$ cat src/rtl/r200_pipe_ctl_if.sv
// -----------------------------------------------------------------------------
// r200_pipe_ctl_if
//   Signal bundle between the r200 decode/datapath and the pipeline sequencing
//   controller.
//
//   Datapath -> controller (decoded ID-stage instruction plus EX/MEM status):
//     id_valid, id_rs1addr, id_rs2addr, id_use_rs1, id_use_rs2, id_regwr,
//     id_rdaddr, id_isload, id_isbr, id_willjmp, ex_taken, mem_req, dmem_ready
//   Controller -> datapath (stage enables, bubbles, redirects, status):
//     pc_en, ifid_en, ifid_flush, idex_bubble, exmem_en, pcsel_ovr,
//     mem_timeout, state
//
//   master : the datapath side (drives the decode/status signals)
//   slave  : the controller side (drives the sequencing controls)
// -----------------------------------------------------------------------------
interface r200_pipe_ctl_if;

   logic       id_valid;
   logic [4:0] id_rs1addr;
   logic [4:0] id_rs2addr;
   logic       id_use_rs1;
   logic       id_use_rs2;
   logic       id_regwr;
   logic [4:0] id_rdaddr;
   logic       id_isload;
   logic       id_isbr;
   logic       id_willjmp;
   logic       ex_taken;
   logic       mem_req;
   logic       dmem_ready;

   logic       pc_en;
   logic       ifid_en;
   logic       ifid_flush;
   logic       idex_bubble;
   logic       exmem_en;
   logic [1:0] pcsel_ovr;
   logic       mem_timeout;
   logic [1:0] state;

   modport master (
      output id_valid, id_rs1addr, id_rs2addr, id_use_rs1, id_use_rs2,
             id_regwr, id_rdaddr, id_isload, id_isbr, id_willjmp,
             ex_taken, mem_req, dmem_ready,
      input  pc_en, ifid_en, ifid_flush, idex_bubble, exmem_en,
             pcsel_ovr, mem_timeout, state
   );

   modport slave (
      input  id_valid, id_rs1addr, id_rs2addr, id_use_rs1, id_use_rs2,
             id_regwr, id_rdaddr, id_isload, id_isbr, id_willjmp,
             ex_taken, mem_req, dmem_ready,
      output pc_en, ifid_en, ifid_flush, idex_bubble, exmem_en,
             pcsel_ovr, mem_timeout, state
   );

endinterface

$ cat src/rtl/r200_pipe_ctl.sv
// -----------------------------------------------------------------------------
// r200_pipe_ctl
//   Pipeline sequencing controller for the r200 5-stage core (IF ID EX MEM WB).
//   Tracks in-flight destination registers in a three-slot scoreboard
//   (EX, MEM, WB) and drives PC / IF/ID / ID/EX / EX/MEM enables, bubbles,
//   flushes and PC-select overrides so ID never consumes a stale operand or a
//   wrong-path instruction.
//
//   Parameters
//     FWD_EN      1: EX/MEM forwarding exists, only load-use stalls.
//                 0: full interlock against EX, MEM and WB writers.
//     MEMWAIT_MAX cycles to wait for dmem_ready before mem_timeout fires.
//
//   Ports
//     clk  core clock
//     rst  asynchronous, active-high reset
//     bus  r200_pipe_ctl_if.slave (decode inputs in, sequencing controls out)
//
//   Outputs are combinational from the inputs and the registered scoreboard /
//   wait counter; state reports this cycle's mode:
//     00 RUN, 01 DSTALL, 10 FLUSH, 11 MWAIT.
// -----------------------------------------------------------------------------
module r200_pipe_ctl #(
   parameter bit          FWD_EN      = 1'b0,
   parameter int unsigned MEMWAIT_MAX = 15
) (
   input logic            clk,
   input logic            rst,
   r200_pipe_ctl_if.slave bus
);

   typedef enum logic [1:0] {
      ST_RUN    = 2'b00,
      ST_DSTALL = 2'b01,
      ST_FLUSH  = 2'b10,
      ST_MWAIT  = 2'b11
   } state_t;

   // One in-flight instruction. isbr rides along so a taken branch can be
   // recognised while it sits in EX.
   typedef struct packed {
      logic       valid;
      logic [4:0] rd;
      logic       isload;
      logic       isbr;
   } slot_t;

   localparam int unsigned     CW       = (MEMWAIT_MAX > 1) ? $clog2(MEMWAIT_MAX) : 1;
   localparam logic [CW-1:0]   CNT_LAST = CW'(MEMWAIT_MAX - 1);

   slot_t          ex_slot, mem_slot, wb_slot;
   logic [CW-1:0]  cnt_q;

   logic   rs1_hit, rs2_hit, hazard;
   logic   mem_wait, timeout_hit, branch_flush, jump;

   logic       pc_en, ifid_en, ifid_flush, idex_bubble, exmem_en, mem_timeout;
   logic [1:0] pcsel_ovr;
   state_t     state;

   function automatic logic slot_hit(slot_t s, logic [4:0] a);
      return s.valid && (s.rd == a);
   endfunction

   // Source match against the scoreboard; what counts as a match depends on
   // whether forwarding covers EX/MEM results.
   always_comb begin
      // NOTE: every combinational output gets a default first so no path
      // through the block leaves it unassigned (that would infer a latch).
      rs1_hit = 1'b0;
      rs2_hit = 1'b0;
      if (FWD_EN) begin
         rs1_hit = slot_hit(ex_slot, bus.id_rs1addr) && ex_slot.isload;
         rs2_hit = slot_hit(ex_slot, bus.id_rs2addr) && ex_slot.isload;
      end else begin
         rs1_hit = slot_hit(ex_slot,  bus.id_rs1addr) ||
                   slot_hit(mem_slot, bus.id_rs1addr) ||
                   slot_hit(wb_slot,  bus.id_rs1addr);
         rs2_hit = slot_hit(ex_slot,  bus.id_rs2addr) ||
                   slot_hit(mem_slot, bus.id_rs2addr) ||
                   slot_hit(wb_slot,  bus.id_rs2addr);
      end
      // x0 reads are hardwired zero and can never be stale.
      hazard = bus.id_valid &&
               ((bus.id_use_rs1 && (bus.id_rs1addr != 5'd0) && rs1_hit) ||
                (bus.id_use_rs2 && (bus.id_rs2addr != 5'd0) && rs2_hit));
   end

   assign mem_wait     = bus.mem_req && !bus.dmem_ready;
   // The last permitted waiting cycle is treated as completion.
   assign timeout_hit  = mem_wait && (cnt_q == CNT_LAST);
   assign branch_flush = ex_slot.isbr && bus.ex_taken;
   // A jump with a pending hazard stalls first and redirects once it clears.
   assign jump         = bus.id_valid && bus.id_willjmp && !hazard;

   // Priority: memory wait, taken branch, jump, data stall, run.
   always_comb begin
      pc_en       = 1'b1;
      ifid_en     = 1'b1;
      ifid_flush  = 1'b0;
      idex_bubble = 1'b0;
      exmem_en    = 1'b1;
      pcsel_ovr   = 2'b00;
      mem_timeout = 1'b0;
      state       = ST_RUN;
      // While reset is held the outputs sit at their reset values even if the
      // datapath still reports a pending memory access.
      if (!rst) begin
         if (mem_wait && !timeout_hit) begin
            pc_en    = 1'b0;
            ifid_en  = 1'b0;
            exmem_en = 1'b0;
            state    = ST_MWAIT;
         end else begin
            mem_timeout = timeout_hit;
            if (branch_flush) begin
               // Wrong-path instructions sit in IF/ID and ID; kill both. Any
               // stall for the ID instruction is moot since it is discarded.
               pcsel_ovr   = 2'b10;
               ifid_flush  = 1'b1;
               idex_bubble = 1'b1;
               state       = ST_FLUSH;
            end else if (jump) begin
               pcsel_ovr  = 2'b01;
               ifid_flush = 1'b1;
               state      = ST_FLUSH;
            end else if (hazard) begin
               pc_en       = 1'b0;
               ifid_en     = 1'b0;
               idex_bubble = 1'b1;
               state       = ST_DSTALL;
            end
         end
      end
   end

   // NOTE: the scoreboard must be cleared by reset; stale valid bits left over
   // from before reset would stall the first instructions on phantom writers.
   always_ff @(posedge clk or posedge rst) begin
      if (rst) begin
         ex_slot  <= '0;
         mem_slot <= '0;
         wb_slot  <= '0;
         cnt_q    <= '0;
      end else begin
         // NOTE: non-blocking assignments let the three slots shift in one
         // edge, each reading its neighbour's pre-edge value.
         if (mem_wait && !timeout_hit) cnt_q <= cnt_q + CW'(1);
         else                          cnt_q <= '0;

         if (exmem_en) begin
            wb_slot  <= mem_slot;
            mem_slot <= ex_slot;
            if (idex_bubble) begin
               ex_slot <= '0;
            end else begin
               ex_slot.valid  <= bus.id_valid && bus.id_regwr && (bus.id_rdaddr != 5'd0);
               ex_slot.rd     <= bus.id_rdaddr;
               ex_slot.isload <= bus.id_valid && bus.id_isload;
               ex_slot.isbr   <= bus.id_valid && bus.id_isbr;
            end
         end
      end
   end

   assign bus.pc_en       = pc_en;
   assign bus.ifid_en     = ifid_en;
   assign bus.ifid_flush  = ifid_flush;
   assign bus.idex_bubble = idex_bubble;
   assign bus.exmem_en    = exmem_en;
   assign bus.pcsel_ovr   = pcsel_ovr;
   assign bus.mem_timeout = mem_timeout;
   assign bus.state       = state;

endmodule

$ cat src/flat_wrapper.sv
// flat-port wrapper written by rule: the top's interface ports become plain ports
module r200_pipe_ctl_flat 
#(
   parameter bit          FWD_EN      = 1'b0,
   parameter int unsigned MEMWAIT_MAX = 15
)
  (clk, rst, bus_id_valid, bus_id_rs1addr, bus_id_rs2addr, bus_id_use_rs1, bus_id_use_rs2, bus_id_regwr, bus_id_rdaddr, bus_id_isload, bus_id_isbr, bus_id_willjmp, bus_ex_taken, bus_mem_req, bus_dmem_ready, bus_pc_en, bus_ifid_en, bus_ifid_flush, bus_idex_bubble, bus_exmem_en, bus_pcsel_ovr, bus_mem_timeout, bus_state);
  r200_pipe_ctl_if bus_i ();
  input logic clk;
  input logic rst;
  input wire logic [$bits(bus_i.id_valid)-1:0] bus_id_valid;
  input wire logic [$bits(bus_i.id_rs1addr)-1:0] bus_id_rs1addr;
  input wire logic [$bits(bus_i.id_rs2addr)-1:0] bus_id_rs2addr;
  input wire logic [$bits(bus_i.id_use_rs1)-1:0] bus_id_use_rs1;
  input wire logic [$bits(bus_i.id_use_rs2)-1:0] bus_id_use_rs2;
  input wire logic [$bits(bus_i.id_regwr)-1:0] bus_id_regwr;
  input wire logic [$bits(bus_i.id_rdaddr)-1:0] bus_id_rdaddr;
  input wire logic [$bits(bus_i.id_isload)-1:0] bus_id_isload;
  input wire logic [$bits(bus_i.id_isbr)-1:0] bus_id_isbr;
  input wire logic [$bits(bus_i.id_willjmp)-1:0] bus_id_willjmp;
  input wire logic [$bits(bus_i.ex_taken)-1:0] bus_ex_taken;
  input wire logic [$bits(bus_i.mem_req)-1:0] bus_mem_req;
  input wire logic [$bits(bus_i.dmem_ready)-1:0] bus_dmem_ready;
  output wire logic [$bits(bus_i.pc_en)-1:0] bus_pc_en;
  output wire logic [$bits(bus_i.ifid_en)-1:0] bus_ifid_en;
  output wire logic [$bits(bus_i.ifid_flush)-1:0] bus_ifid_flush;
  output wire logic [$bits(bus_i.idex_bubble)-1:0] bus_idex_bubble;
  output wire logic [$bits(bus_i.exmem_en)-1:0] bus_exmem_en;
  output wire logic [$bits(bus_i.pcsel_ovr)-1:0] bus_pcsel_ovr;
  output wire logic [$bits(bus_i.mem_timeout)-1:0] bus_mem_timeout;
  output wire logic [$bits(bus_i.state)-1:0] bus_state;
  assign bus_i.id_valid = bus_id_valid;
  assign bus_i.id_rs1addr = bus_id_rs1addr;
  assign bus_i.id_rs2addr = bus_id_rs2addr;
  assign bus_i.id_use_rs1 = bus_id_use_rs1;
  assign bus_i.id_use_rs2 = bus_id_use_rs2;
  assign bus_i.id_regwr = bus_id_regwr;
  assign bus_i.id_rdaddr = bus_id_rdaddr;
  assign bus_i.id_isload = bus_id_isload;
  assign bus_i.id_isbr = bus_id_isbr;
  assign bus_i.id_willjmp = bus_id_willjmp;
  assign bus_i.ex_taken = bus_ex_taken;
  assign bus_i.mem_req = bus_mem_req;
  assign bus_i.dmem_ready = bus_dmem_ready;
  assign bus_pc_en = bus_i.pc_en;
  assign bus_ifid_en = bus_i.ifid_en;
  assign bus_ifid_flush = bus_i.ifid_flush;
  assign bus_idex_bubble = bus_i.idex_bubble;
  assign bus_exmem_en = bus_i.exmem_en;
  assign bus_pcsel_ovr = bus_i.pcsel_ovr;
  assign bus_mem_timeout = bus_i.mem_timeout;
  assign bus_state = bus_i.state;
  r200_pipe_ctl #(.FWD_EN(FWD_EN), .MEMWAIT_MAX(MEMWAIT_MAX)) u_core (.clk(clk), .rst(rst), .bus(bus_i));
endmodule
$ cat config.mk
export PLATFORM = sky130hd
export DESIGN_NAME = r200_pipe_ctl_flat
export DESIGN_NICKNAME = d
export VERILOG_FILES = /design/src/rtl/r200_pipe_ctl_if.sv /design/src/rtl/r200_pipe_ctl.sv /design/src/flat_wrapper.sv
export SDC_FILE = /design/constraint.sdc
export NUM_CORES = 1
export LEC_CHECK = 0
export BUFFER_PORTS_ARGS = -buffer_cell sky130_fd_sc_hd__buf_4
export CAP_MARGIN = 25
export CELL_PAD_IN_SITES_DETAIL_PLACEMENT = 1
export CELL_PAD_IN_SITES_GLOBAL_PLACEMENT = 1
export CORE_MARGIN = 2
export CORE_UTILIZATION = 30
export CTS_CLUSTER_SIZE = 10
export DETAILED_ROUTE_END_ITERATION = 10
export GPL_ROUTABILITY_DRIVEN = 1
export HOLD_SLACK_MARGIN = 0.12
export PLACE_DENSITY_LB_ADDON = 0.15
export SETUP_SLACK_MARGIN = 0.4
export SYNTH_ARGS = -nofsm -noshare
export SYNTH_HDL_FRONTEND = slang
export SYNTH_SLANG_ARGS = --single-unit
$ cat constraint.sdc
create_clock -name clk -period 2 [get_ports clk]
set_input_delay 0.4 -clock clk [delete_from_list [all_inputs] [get_ports clk]]
set_output_delay 0.4 -clock clk [all_outputs]
set_load 0.01 [all_outputs]
==> impl_metrics.csv, run 1 <==
group,metric,value,unit
timing,post-route-period-util,127,%
timing,holdWs,0.240,ns
floorplanning,rows,25,
final_layout,diodes,0,
final_layout,final_cell_area,2610,um2
grt,grt_usage,19.3,%
timing,hold_viol,0,
timing,slew_headroom,78.0,%
pwr,power.density,511,nW/um2
placed_design,place_inst,285,
timing,timing.final.crit_period,2.54,ns
timing,drv_slew,0,
detailed_routing,via_count,1557,
timing,setup_viol,15,
grt,grt_pass1_wl,7940,um
run_status,violations,"setup timing",
detailed_routing,dr.pass1.iters,4,
setup_path,cp.required,1.60,ns
final_layout,stdcell_count,306,
clock_network,cts.reportedPaths.clkPinSlew,0.09,ns
clock_network,ctsHoldBuffers,0,
clock_network,cts.path.max_buffers,2,
final_layout,nets,282,
timing,grt_setup_unrepaired,"yes",
detailed_routing,drtAntennaViolNets,0,
timing,fin_setup_tns,-3.74,ns
setup_path,cp-start-kind,"register",
grt,grt_max_degree,24,
clock_network,cts.sinks,23,
setup_path,worstSetupPathType,"reg2out",
placed_design,place_area,2050,um2
final_layout,utilization,55.6,%
yosys,yosysWarnings,0,
placed_design,io_buffers,35,
grt,grt_pass1_vias,1628,
floorplanning,die_area,5390,um2
detailed_routing,drc,0,
timing,finClkSkew,0.00981,ns
setup_path,cp.arrival,2.14,ns
yosys,synth_area,1450,um2
flow_run,cap_violations,0,
placed_design,globalplace.congestion,0.883,
floorplanning,placeableCoreArea,4690,um2
detailed_routing,wl_per_cell,18.8,um
run_status,status,"finished with violations",
clock_network,cts_buffers,3,
floorplanning,io_pins,37,
pwr,power.leakage,0.00128,uW
clock_network,cts_tree,"yes",
yosys,ys_seq_area_share,39.8,%
setup_path,critPathMaxFanout,3,
final_layout,drive_gt1_share,58.3,%
floorplanning,initial_core_util,30.8,%
pwr,irDropWorstVdd,0.000328,V
setup_path,endpoint_kind,"primary output",
grt,grt-ovfl-total,0,
detailed_routing,routed_wl,5740,um
clock_network,cts-root-buf,"clkbuf_8",
timing,worst_slack,-0.544,ns
setup_path,reg2reg_slack,-0.03,ns
yosys,avgSynthCellArea,8.65,um2
detailed_routing,drt_iter0_markers,43,
setup_path,rr_startpoint,"u_core.wb_slot[3]$_DFFE_PP0P_",
timing,max_freq,0.393,GHz
yosys,ys_types,30,
setup_path,timing.rr.end,"u_core.ex_slot[7]$_DFFE_PP0P_",
final_layout,syn_to_final_growth,80.6,%
floorplanning,dieHeight,73.4,um
floorplanning,fp.dieW,73.4,um
detailed_routing,vias_per_cell,5.09,
placed_design,post-dp-hpwl,3660,um
grt,grt_antenna_before_repair,0,
clock_network,ctsHtreeMaxLevel,1,
hold_path,hp-class,"in2async",
yosys,synth_seq_cells,23,
yosys,syn_inst,167,
setup_path,worstRegToRegCells,8,
yosys,syn_nets,196,
timing,tightest_slew,0.329,ns
clock_network,clk_latency,0.28,ns
## cell type report
class                      count  area [um2]
clock buffer                   3        41.3
clock inverter                 1        7.51
fill                         532        2080
inverter                       4        26.3
multi-input combinational    135        1110
sequential                    23         576
tap                           54        67.6
timing repair buffer          86         778
## per-layer routing
metal	part of all wire [%]	track usage, %	vias to the layer above
li1	-	-	740
met1	41	23.5	783
met2	55	35.9	25
met3	2.7	3.29	9
met4	1.2	3.03	0
met5	0	0	-
## placed cells by master (no fill, tap or decap), types with 2 or more instances in the layout
cell | netlist | final
xor2_1 | 25 | 24
nor2_2 | 1 | 3
inv_1 | 4 | 2
clkbuf_8 | 0 | 3
buf_12 | 0 | 4
buf_6 | 0 | 8
o31ai_4 | 0 | 3
nand2_1 | 50 | 24
and3_1 | 2 | 2
nand2_4 | 0 | 12
dfrtp_1 | 23 | 23
nand3_1 | 6 | 5
a21oi_2 | 1 | 2
nor2_1 | 7 | 5
clkinvlp_4 | 0 | 2
nor4_2 | 0 | 2
nor4_1 | 6 | 4
xnor2_1 | 7 | 7
buf_4 | 1 | 71
o31ai_2 | 1 | 5
or4_1 | 3 | 2
clkbuf_16 | 0 | 3
nand2_2 | 0 | 14
## registers in the layout (all words and copies together), names as in the netlist
signal,cells
u_core.wb_slot,6
u_core.ex_slot,7
u_core.mem_slot,6
u_core.cnt_q,4
## worst max-delay path: stages (launching register included)
cell and delay, ns:
dfrtp_1 0.43, xor2_1 0.16, nor4_1 0.30, and3_2 0.25, nor3_1 0.05, buf_4 0.14
o2111ai_4 0.22, a31oi_1 0.13, buf_4 0.17
## cell families (layout without fill, tap and decap cells)
logic type	Yosys count	after routing	synth area share, %
AND/OR/NAND/NOR	82	82	26.4
XOR/XNOR	32	32	19.4
flip-flops	23	23	39.8
AO/OA/AOI/OAI	19	19	10.0
buffers and inverters	9	94	2.60
adder cells (fa/ha/maj)	2	2	1.73
## stage by stage
step | power [uW] | setup slack, ns
final | 1330 | -0.544
after global routing | 1400 | -0.664
after CTS | 1220 | -0.476
after detailed placement | 895 | -0.442
after global placement | 883 | -0.373
after floorplan | 705 | -0.0618
## report_power, final
| group | switching, uW | internal [uW] | total [uW] | leakage, uW |
|---|---|---|---|---|
| Sequential | 40.5 | 505 | 545 | 0.000287 |
| Clock | 168 | 142 | 309 | 0.0000217 |
| Combinational | 230 | 248 | 477 | 0.000968 |
## worst max path at each step
stage | cells past startpoint | slack (ns) | endpoint | from
floorplan | 6 | -0.06 | bus_pc_en | bus_id_rs1addr[4]
global placement | 9 | -0.37 | bus_state[1] | bus_id_rs2addr[4]
detailed placement | 9 | -0.44 | bus_state[1] | bus_id_rs2addr[4]
CTS | 8 | -0.48 | bus_idex_bubble | u_core.ex_slot[4]$_DFFE_PP0P_
finish | 8 | -0.54 | bus_state[1] | u_core.mem_slot[3]$_DFFE_PP0P_
global route | 8 | -0.66 | bus_state[1] | u_core.mem_slot[3]$_DFFE_PP0P_
## cell usage after synthesis (all sizes together)
cell     instances  area, um2
o2111ai          2       17.5
nor2             8       32.5
clkbuf           4       15.0
xor2            25        219
dfrtp           23        576
or4              3       22.5
o21ai            3       18.8
inv              4       15.0
nand2           50        188
a31o             2       17.5
nor3b            1       7.51
buf              1       7.51
a31oi            2       12.5
ha               2       25.0
nor3             2       21.3
nand3            6       30.0
and3             3       20.0
nand3b           1       7.51
or2              1       6.26
o31ai            8       65.1
a21oi            2       13.8
nor4b            1       8.76
xnor2            7       61.3
nor4             6       37.5
## repair_timing
item / 4_1_cts / 5_1_grt
cloned: 0 / 3
setup buffers: 4 / 10
gates resized for setup: 14 / 67
pin swaps: 20 / 20
endpoints found under the setup margin: 29 / 29
No activity file was read; power rests on OpenSTA's default activity.
==> run 2: changes to the inputs <==
--- a/config.mk
+++ b/config.mk
@@ -16,7 +16,6 @@
 export GPL_ROUTABILITY_DRIVEN = 1
 export HOLD_SLACK_MARGIN = 0.12
 export PLACE_DENSITY_LB_ADDON = 0.15
-export SETUP_SLACK_MARGIN = 0.4
 export SYNTH_ARGS = -nofsm -noshare
 export SYNTH_HDL_FRONTEND = slang
 export SYNTH_SLANG_ARGS = --single-unit
==> run 2 against run 1 <==
The flow still finishes with violations (setup timing). Clock-buffer cell count unchanged. Critical path type unchanged. Die area did not move. Sequential cell count unchanged. Clock skew fell by 0.0045 ns. Final area down 14%. Via count is 8.6% lower. Fmax up 4.6%. Hold slack about the same. Critical path depth did not move.
==> impl_metrics.csv, run 2 (synthesis gave the netlist of run 1 again) <==
group,metric,value,unit
clock_network,cts.path.max_buffers,2,
placed_design,globalplace.congestion,0.880,
clock_network,cts_tree,"yes",
clock_network,ctsHtreeMaxLevel,1,
setup_path,cp_cell_sequence,"buf_4, xor2_1, nor4_2, nand3_1, a31o_4, o2111ai_4, a31oi_1, buf_4",
timing,worst_slack,-0.432,ns
floorplanning,placeableCoreArea,4690,um2
floorplanning,die_area,5390,um2
setup_path,critPathTopFamily,"compound AO/OA/AOI/OAI gates",
detailed_routing,wl_per_cell,15.4,um
detailed_routing,drtAntennaViolNets,0,
timing,tightest_slew,0.309,ns
setup_path,worstSetupPathType,"reg2out",
final_layout,final_cell_mix,"buf_4, nand2_1, xor2_1",
clock_network,cts-root-buf,"clkbuf_8",
floorplanning,initial_core_util,30.8,%
final_layout,nets,267,
timing,grt_setup_unrepaired,"yes",
timing,hold_viol,0,
setup_path,cp-start-kind,"register",
pwr,power.leakage,0.00106,uW
setup_path,cp-endpoint,"bus_state[1]",
timing,drv_slew,0,
flow_run,cap_violations,0,
setup_path,cp_num_buf_inv,2,
grt,grt_antenna_before_repair,0,
detailed_routing,via_count,1423,
placed_design,io_buffers,35,
final_layout,num-fill-cells,557,
setup_path,startpoint,"u_core.wb_slot[2]$_DFFE_PP0P_",
setup_path,timing.rr.end,"u_core.ex_slot[5]$_DFFE_PP0P_",
floorplanning,rows,25,
timing,max_freq,0.411,GHz
timing,post-route-period-util,122,%
detailed_routing,drc,0,
hold_path,hp-class,"in2async",
detailed_routing,dr.pass1.iters,4,
run_status,status,"finished with violations",
grt,grt_max_degree,24,
timing,timing.final.crit_period,2.43,ns
final_layout,largest_reg_flops,7,
setup_path,cpMaxStageDelayCell,"dfrtp_1",
clock_network,clk_latency,0.27,ns
clock_network,cts_buffers,3,
clock_network,cts.sinks,23,
setup_path,reg2reg_slack,0.13,ns
final_layout,reg_top3,"u_core.ex_slot (7), u_core.mem_slot (6), u_core.wb_slot (6)",
final_layout,final_common_cell,"buf_4",
setup_path,critPathMaxFanout,3,
timing,setup_viol,8,
detailed_routing,vias_per_cell,4.89,
setup_path,cp.arrival,2.03,ns
floorplanning,io_pins,37,
grt,grt_usage,18.0,%
clock_network,cts.reportedPaths.clkPinSlew,0.09,ns
setup_path,rr_startpoint,"u_core.ex_slot[4]$_DFFE_PP0P_",
pwr,irDropWorstVdd,0.000312,V
final_layout,multi_input_area,966,um2
timing,slew_headroom,79.4,%
floorplanning,dieHeight,73.4,um
timing,holdWs,0.240,ns
timing,finClkSkew,0.00530,ns
setup_path,slowest_delay,0.43,ns
setup_path,cp.required,1.60,ns
setup_path,worstRegToRegCells,8,
grt,grt-ovfl-total,0,
setup_path,endpoint_kind,"primary output",
placed_design,post-dp-hpwl,3560,um
grt,grt_pass1_wl,7360,um
grt,grt_pass1_vias,1528,
final_layout,syn_to_final_growth,55.4,%
final_layout,drive_gt1_share,43.9,%
detailed_routing,routed_wl,4490,um
clock_network,ctsHoldBuffers,0,
detailed_routing,drt_iter0_markers,27,
final_layout,regArea,577,um2
floorplanning,fp.dieW,73.4,um
placed_design,post-place-ws,-0.383,ns
pwr,power.density,538,nW/um2
run_status,violations,"setup timing",
final_layout,top_register,"u_core.ex_slot",
setup_path,crit_path_frequent_cell,"buf_4",
final_layout,diodes,0,
setup_path,crit_cells,8,
## run 2: cell count changes in the layout (fill, tap and decap cells not counted), moves of 2 or more
cell	delta
buf_12	-4
buf_4	-8
clkbuf_16	-3
nand2_1	+25
nand2_2	-13
nand2_4	-12
nor4_1	-2
nor4_2	+2
o31ai_1	+7
o31ai_2	-5
o31ai_4	-2
## run 2: repair_timing
action | 4_1_cts | 5_1_grt
endpoints found under the hold margin | 0 | 0
buffers inserted | 4 | 3
gates resized for setup | 22 | 7
pin swaps | 19 | 10
endpoints found under the setup margin | 9 | 16
## run 2: layer usage
metal,up-vias,global-route usage [%],share of wire (%)
met5,-,0,0
met4,0,5.86,1.6
met1,695,21.4,43
li1,700,-,-
met2,20,32.3,52
met3,8,3.70,3.3
## run 2: worst min-delay path by stage
stage	start	end	slack, ns	cells past startpoint
final	rst	u_core.ex_slot[0]$_DFFE_PP0P_	0.24	3
after global routing	rst	u_core.ex_slot[7]$_DFFE_PP0P_	0.26	3
after CTS	rst	u_core.ex_slot[0]$_DFFE_PP0P_	0.24	3
after detailed placement	u_core.ex_slot[0]$_DFFE_PP0P_	u_core.ex_slot[0]$_DFFE_PP0P_	0.48	2
after global placement	u_core.ex_slot[0]$_DFFE_PP0P_	u_core.ex_slot[0]$_DFFE_PP0P_	0.47	2
after floorplan	rst	u_core.cnt_q[0]$_DFF_PP0_	0.28	1
## run 2: cell type report
cell class                      count  share of cell area [%]
Clock inverter                      1                   0.334
Timing Repair Buffer               71                    25.1
Tap cell                           54                    3.01
Multi-Input combinational cell    135                    43.0
Inverter                            4                    1.06
Clock buffer                        3                    1.84
Sequential cell                    23                    25.7
## run 2: worst min-delay path, cell delays in order
cell and delay, ns:
buf_4 0.14, clkinvlp_4 0.07, buf_4 0.30
## run 2: stage by stage
| step | utilization (%) | TNS (ns) | total power, uW | cells | cell area (um2) |
|---|---|---|---|---|---|
| floorplan | - | -0.165 | 702 | 167 | 1480 |
| global placement | 42.7 | -1.87 | 863 | 280 | 2000 |
| detailed placement | 42.7 | -2.33 | 877 | 280 | 2000 |
| CTS | 46.5 | -2.89 | 1220 | 288 | 2180 |
| global route | 47.9 | -3.73 | 1280 | 291 | 2250 |
| finish | 47.9 | -2.82 | 1210 | 291 | 2250 |
## run 2: where the power goes
part           switching (uW)  internal [uW]
registers                45.2            505
logic                     171            185
clock network             160            141
